## src/rtl/tracker_pkg.sv

```systemverilog
// Shared types and constants for the tracker pattern editor: keycodes, edit
// commands, cursor moves, edit FSM states and the cursor wrap helpers.
package tracker_pkg;

    localparam int DEF_COLS   = 80;
    localparam int DEF_ROWS   = 30;
    localparam int DEF_DATA_W = 8;
    localparam int DEF_ADDR_W = 12;
    localparam int CURSOR_W   = 7;

    localparam logic [7:0] KEY_W = 8'h1A;
    localparam logic [7:0] KEY_A = 8'h04;
    localparam logic [7:0] KEY_S = 8'h16;
    localparam logic [7:0] KEY_D = 8'h07;
    localparam logic [7:0] KEY_I = 8'h0C;
    localparam logic [7:0] KEY_K = 8'h0E;
    localparam logic [7:0] KEY_P = 8'h13;

    // Lookup order used by the decoder: moves first, then edit commands.
    localparam int NUM_KEYS = 7;
    localparam logic [7:0] KEY_TABLE [NUM_KEYS] = '{KEY_A, KEY_D, KEY_W, KEY_S, KEY_I, KEY_K, KEY_P};

    typedef enum logic [1:0] {
        CMD_NONE,
        CMD_INC,
        CMD_DEC,
        CMD_DEL
    } edit_cmd_t;

    typedef enum logic [2:0] {
        MV_NONE,
        MV_LEFT,
        MV_RIGHT,
        MV_UP,
        MV_DOWN
    } move_t;

    typedef enum logic [1:0] {
        IDLE,
        READ,
        CAPT,
        WRITE
    } edit_state_t;

    function automatic logic [CURSOR_W-1:0] wrap_inc(input logic [CURSOR_W-1:0] pos,
                                                     input int unsigned limit);
        return (pos == CURSOR_W'(limit - 1)) ? '0 : pos + 1'b1;
    endfunction

    function automatic logic [CURSOR_W-1:0] wrap_dec(input logic [CURSOR_W-1:0] pos,
                                                     input int unsigned limit);
        return (pos == '0) ? CURSOR_W'(limit - 1) : pos - 1'b1;
    endfunction

endpackage

```

## src/rtl/key_press_decoder.sv

```systemverilog
// Turns the raw USB keycode into single-shot move / edit-command strobes:
// a key only acts on the cycle it first differs from the previous keycode.
module key_press_decoder
    import tracker_pkg::*;
(
    input  logic      clk,
    input  logic      Reset_n,
    input  logic [7:0] keycode,
    output move_t     move,
    output edit_cmd_t cmd
);

    logic [7:0]          key_prev_reg;
    logic                press;
    logic [NUM_KEYS-1:0] hit;

    always_ff @(posedge clk or negedge Reset_n) begin
        if (!Reset_n) begin
            key_prev_reg <= '0;
        end else begin
            key_prev_reg <= keycode;
        end
    end

    assign press = (keycode != 8'h00) && (keycode != key_prev_reg);

    genvar gi;
    generate
        for (gi = 0; gi < NUM_KEYS; gi++) begin : g_key_match
            assign hit[gi] = press && (keycode == KEY_TABLE[gi]);
        end
    endgenerate

    // Table entries are distinct, so at most one hit bit is set.
    always_comb begin
        move = MV_NONE;
        cmd  = CMD_NONE;
        if (hit[0]) move = MV_LEFT;
        if (hit[1]) move = MV_RIGHT;
        if (hit[2]) move = MV_UP;
        if (hit[3]) move = MV_DOWN;
        if (hit[4]) cmd  = CMD_INC;
        if (hit[5]) cmd  = CMD_DEC;
        if (hit[6]) cmd  = CMD_DEL;
    end

endmodule

```

## src/rtl/pattern_edit_ctrl.sv

```systemverilog
// Pattern editor: keeps the cursor over the grid and runs read-modify-write
// edits on the single-port pattern RAM, yielding to playback on every cycle.
module pattern_edit_ctrl
    import tracker_pkg::*;
#(
    parameter int COLS   = DEF_COLS,
    parameter int ROWS   = DEF_ROWS,
    parameter int DATA_W = DEF_DATA_W,
    parameter int ADDR_W = DEF_ADDR_W
) (
    input  logic              clk,
    input  logic              Reset_n,
    input  logic [7:0]        keycode,
    input  logic              play_req,
    input  logic [ADDR_W-1:0] play_addr,
    output logic              play_gnt,
    output logic [ADDR_W-1:0] mem_addr,
    output logic              mem_we,
    output logic [DATA_W-1:0] mem_wdata,
    input  logic [DATA_W-1:0] mem_rdata,
    output logic [6:0]        cursor_x,
    output logic [6:0]        cursor_y,
    output logic              busy,
    output logic              edit_done
);

    move_t       move;
    edit_cmd_t   cmd;

    edit_state_t state_reg, state_next;
    logic [CURSOR_W-1:0] cursor_x_reg, cursor_x_next;
    logic [CURSOR_W-1:0] cursor_y_reg, cursor_y_next;
    edit_cmd_t           cmd_reg;
    logic [ADDR_W-1:0]   edit_addr_reg;
    logic [DATA_W-1:0]   wdata_reg;
    logic [DATA_W-1:0]   capt_result;
    logic [ADDR_W-1:0]   cursor_addr;
    logic                accept;

    key_press_decoder u_decoder (
        .clk     (clk),
        .Reset_n (Reset_n),
        .keycode (keycode),
        .move    (move),
        .cmd     (cmd)
    );

    // ---------------- cursor ----------------
    always_comb begin
        cursor_x_next = cursor_x_reg;
        cursor_y_next = cursor_y_reg;
        case (move)
            MV_LEFT:  cursor_x_next = wrap_dec(cursor_x_reg, COLS);
            MV_RIGHT: cursor_x_next = wrap_inc(cursor_x_reg, COLS);
            MV_UP:    cursor_y_next = wrap_dec(cursor_y_reg, ROWS);
            MV_DOWN:  cursor_y_next = wrap_inc(cursor_y_reg, ROWS);
            default:  ;
        endcase
    end

    always_ff @(posedge clk or negedge Reset_n) begin
        if (!Reset_n) begin
            cursor_x_reg <= '0;
            cursor_y_reg <= '0;
        end else begin
            cursor_x_reg <= cursor_x_next;
            cursor_y_reg <= cursor_y_next;
        end
    end

    assign cursor_x = cursor_x_reg;
    assign cursor_y = cursor_y_reg;

    // ---------------- edit datapath ----------------
    assign cursor_addr = ADDR_W'(cursor_y_reg) * ADDR_W'(COLS) + ADDR_W'(cursor_x_reg);
    assign accept      = (state_reg == IDLE) && (cmd != CMD_NONE);

    // Saturating update of the cell read back in CAPT.
    always_comb begin
        capt_result = mem_rdata;
        case (cmd_reg)
            CMD_INC: if (mem_rdata != '1) capt_result = mem_rdata + 1'b1;
            CMD_DEC: if (mem_rdata != '0) capt_result = mem_rdata - 1'b1;
            default: ;
        endcase
    end

    always_ff @(posedge clk or negedge Reset_n) begin
        if (!Reset_n) begin
            cmd_reg       <= CMD_NONE;
            edit_addr_reg <= '0;
            wdata_reg     <= '0;
        end else if (accept) begin
            cmd_reg       <= cmd;
            edit_addr_reg <= cursor_addr;
            wdata_reg     <= '0;
        end else if (state_reg == CAPT) begin
            wdata_reg     <= capt_result;
        end
    end

    // ---------------- edit FSM ----------------
    always_ff @(posedge clk or negedge Reset_n) begin
        if (!Reset_n) begin
            state_reg <= IDLE;
        end else begin
            state_reg <= state_next;
        end
    end

    always_comb begin
        state_next = state_reg;
        case (state_reg)
            IDLE: begin
                if (cmd == CMD_INC || cmd == CMD_DEC) state_next = READ;
                else if (cmd == CMD_DEL)              state_next = WRITE;
            end
            READ:    if (!play_req) state_next = CAPT;
            CAPT:    state_next = WRITE;
            WRITE:   if (!play_req) state_next = IDLE;
            default: state_next = IDLE;
        endcase
    end

    // Playback always wins the RAM port; the editor only drives it when free.
    always_comb begin
        play_gnt  = play_req;
        mem_addr  = '0;
        mem_we    = 1'b0;
        mem_wdata = '0;
        edit_done = 1'b0;
        busy      = (state_reg != IDLE);
        if (play_req) begin
            mem_addr = play_addr;
        end else begin
            case (state_reg)
                READ: mem_addr = edit_addr_reg;
                WRITE: begin
                    mem_addr  = edit_addr_reg;
                    mem_we    = 1'b1;
                    mem_wdata = wdata_reg;
                    edit_done = 1'b1;
                end
                default: ;
            endcase
        end
    end

endmodule
```

## config.mk

```make
export PLATFORM = sky130hd
export DESIGN_NAME = pattern_edit_ctrl
export DESIGN_NICKNAME = d
export VERILOG_FILES = /design/src/rtl/tracker_pkg.sv /design/src/rtl/key_press_decoder.sv /design/src/rtl/pattern_edit_ctrl.sv
export SDC_FILE = /design/constraint.sdc
export NUM_CORES = 1
export LEC_CHECK = 0
export BUFFER_PORTS_ARGS = -buffer_cell sky130_fd_sc_hd__buf_2
export CORE_MARGIN = 2
export CORE_UTILIZATION = 40
export DETAILED_ROUTE_END_ITERATION = 10
export SLEW_MARGIN = 20
export SYNTH_ARGS = -nofsm -noshare
export SYNTH_HDL_FRONTEND = slang
export SYNTH_SLANG_ARGS = --single-unit
```

## constraint.sdc

```tcl
create_clock -name clk -period 2.45 [get_ports clk]
set_clock_uncertainty 0.15 [all_clocks]
set_input_delay 0.3675 -clock clk [delete_from_list [all_inputs] [get_ports clk]]
set_output_delay 0.3675 -clock clk [all_outputs]
set_load 0.02 [all_outputs]
```

==> impl_metrics.json <==
{
  "track_usage_pct": 19.1,
  "routedWlPerCell_um": 14.8,
  "synth_edf_count": 0,
  "die_x_um": 100,
  "synth.top_cells.by_area": "dfrtp_1 (31%), ha_1 (9.4%), o21ai_0 (5.8%)",
  "clock_latency_ns": 0.30,
  "min_period_ns": 2.34,
  "ant_nets": 0,
  "seqPwrFrac_pct": 37.3,
  "area_delta_synth_final_pct": 18.9,
  "via_per_inst": 5.50,
  "drt-initial-drc-count": 154,
  "avgSynthCellArea_um2": 8.24,
  "tightest_slew_ns": 0.508,
  "path_common_cell": "ha_1",
  "syn_inst": 452,
  "antenna_cells": 0,
  "cts_root_buf": "clkbuf_8",
  "crit_chain": "buf_4, ha_1, ha_1, a21o_1, a21oi_1, xnor2_1, xnor2_2, o21ai_0",
  "dieArea_um2": 10100,
  "place_ws_ns": -0.0283,
  "synth-seq-area-share_pct": 30.9,
  "pwr-share-comb_pct": 44.6,
  "grt_pass1_wl_um": 15700,
  "yosysTopAreaCell": "dfrtp_1",
  "cts.clk_slew.worst_paths_ns": 0.09,
  "pwr-share-clk_pct": 18.1,
  "start_util_pct": 40.7,
  "report.final.setup_viol": 0,
  "antenna_found_initial": 0,
  "io_buffer_count": 68,
  "synth_area_um2": 3720,
  "required_ns": 2.49,
  "crit_family": "adder cells",
  "stdcell_area_um2": 4430,
  "drv_slew": 0,
  "drive_gt1_share_pct": 22.6,
  "yosys_warnings": 0,
  "htreeDepth": 2,
  "dr.pass1.iters": 4,
  "critical_path_buf_inv_count": 1,
  "fillCellCount": 902,
  "crit_type": "flip-flop to flip-flop",
  "fmax_ghz": 0.428,
  "synth_top_area_share_pct": 30.9,
  "slew_headroom_pct": 65.9,
  "hold_viol_final": 0,
  "core.rowCount": 35,
  "switching_power_mw": 1.14,
  "internal-power_mw": 1.67,
  "grt_pass1_vias": 3267,
  "cts_tree": "done",
  "p_leak_nw": 2.05,
  "power.density_nw_per_um2": 634,
  "placed_cell_area_um2": 4280,
  "largest_reg_flops": 12,
  "synth-seq-cells": 46,
  "placed_cells": 627,
  "num_vias": 3509,
  "hpwl_um": 7250,
  "synth_async_sr_flop_share_pct": 100,
  "grt_start_max_net_pins": 28,
  "status": "completed",
  "io_pins": 69,
  "switching_share_pct": 40.5,
  "core_area_um2": 9150,
  "finalNetCount": 587,
  "worst_setup_path_end_kind": "flip-flop",
  "arrival_ns": 2.38,
  "min_period_over_period_pct": 95.4,
  "synth_nets": 513,
  "cp_max_fo": 12,
  "slowest_delay_ns": 0.41,
  "routabilityCongestion": 0.904,
  "grt_overflow": 0,
  "worst_slack_ns": 0.113,
  "drcViolationCount": 0,
  "cp-start-kind": "flip-flop",
  "synth_ff_type": "dfrtp_1",
  "maxCapViolations": 0,
  "wl_um": 9420,
  "die_h_um": 100,
  "critPathSlowestCell": "dfrtp_1",
  "synth_cell_type_count": 58,
  "worst_hold_path_type": "input pin to flip-flop",
  "instances_no_fill": 638,
  "cts_buffers": 5,
  "ir_worst_vdd_mv": 0.224,
  "clock_path_buffers": 2,
  "clock_sinks": 46
}
[worst paths after layout]
check                            startpoint                   endpoint  slack [ns]  cells after the start
max in group asynchronous           Reset_n               wdata_reg[6]        1.23                      3
min                              keycode[5]  u_decoder.key_prev_reg[5]        0.09                      1
min in group asynchronous           Reset_n           edit_addr_reg[5]        0.35                      2
max reg2reg                     cursor_y[3]          edit_addr_reg[11]        0.11                      8
max                             cursor_y[3]          edit_addr_reg[11]        0.11                      8
min reg2reg                edit_addr_reg[0]           edit_addr_reg[0]        0.34                      2
[timing repair]
item,4_1_cts,5_1_grt
endpoints found under the hold margin,14,0
setup endpoints to repair,13,15
pin swaps,0,3
setup buffers,0,2
hold buffers,1,0
gates resized for setup,2,5
[layout make-up]
class / count / area [µm²] / area share (%)
Clock inverter: 2 / 16.3 / 0.367
Multi-Input combinational cell: 353 / 2370 / 53.6
Clock buffer: 6 / 82.6 / 1.87
Timing Repair Buffer: 99 / 588 / 13.3
Tap cell: 111 / 139 / 3.14
Inverter: 21 / 78.8 / 1.78
Sequential cell: 46 / 1150 / 26.0
[cell usage in the layout, fill, tap and decap left out, types with 13 or more instances in the layout]
master,instances
inv_1,21
nand3_1,18
ha_1,27
buf_4,29
nor2_1,32
xnor2_1,16
nor3_1,13
nand2_1,44
a22o_1,13
a21oi_1,27
buf_2,68
o21ai_0,43
dfrtp_1,46
[stage by stage]
| step | total power [mW] | TNS, ns | hold slack, ns | util (%) |
|---|---|---|---|---|
| finish | 2.81 | 0 | 0.0880 | 48.4 |
| global route | 3.04 | -0.0227 | 0.0669 | 48.4 |
| CTS | 2.80 | 0 | 0.0746 | 48.1 |
| detailed placement | 2.28 | -0.0348 | 0.148 | 46.8 |
| global placement | 2.24 | 0 | 0.146 | 46.8 |
| floorplan | 1.92 | 0 | -0.0781 | - |
[metal layers]
metal / track usage [%] / wire [µm] / share of wire, % / up-vias
li1: - / - / - / 1783
met1: 27.4 / 4670 / 50 / 1642
met2: 30.8 / 4340 / 46 / 78
met3: 2.84 / 336 / 3.6 / 6
met4: 3.79 / 75 / 0.80 / 0
met5: 0 / 0 / 0 / -
[synth_stat cells (4+ instances only)]
library cell  number
inv_1             21
o21ai_0           43
clkbuf_1          23
ha_1              28
and4_1             6
xnor2_1           17
and2_1             9
dfrtp_1           46
nand4_1            6
nor2_1            34
mux2i_1            6
nand2_1           44
buf_4              6
and3_1             6
xor2_1             9
a21oi_1           27
a22o_1            13
a31oi_1            4
nand2b_1           7
or4_1              4
nor3_1            13
nand3_1           18
[power groups by stage]
stage	sequential [mW]	clock, mW	combinational [mW]
6_report	1.05	0.507	1.25
5_1_grt	1.07	0.564	1.41
4_1_cts	1.04	0.529	1.23
3_5_place_dp	1.06	0	1.22
3_3_place_gp	1.06	0	1.18
2_1_floorplan	1.05	0	0.872
[logic make-up (layout without fill, tap and decap cells)]
logic type | Yosys count | in the layout | synth area share (%)
compound gates | 124 | 124 | 21.6
xor+xnor | 26 | 26 | 6.12
mux | 7 | 7 | 1.92
fa+ha+maj | 30 | 30 | 10.5
flops | 46 | 46 | 30.9
buf+inv | 53 | 128 | 6.05
simple gates | 166 | 166 | 22.9
Power figures use the tool's default switching activity.
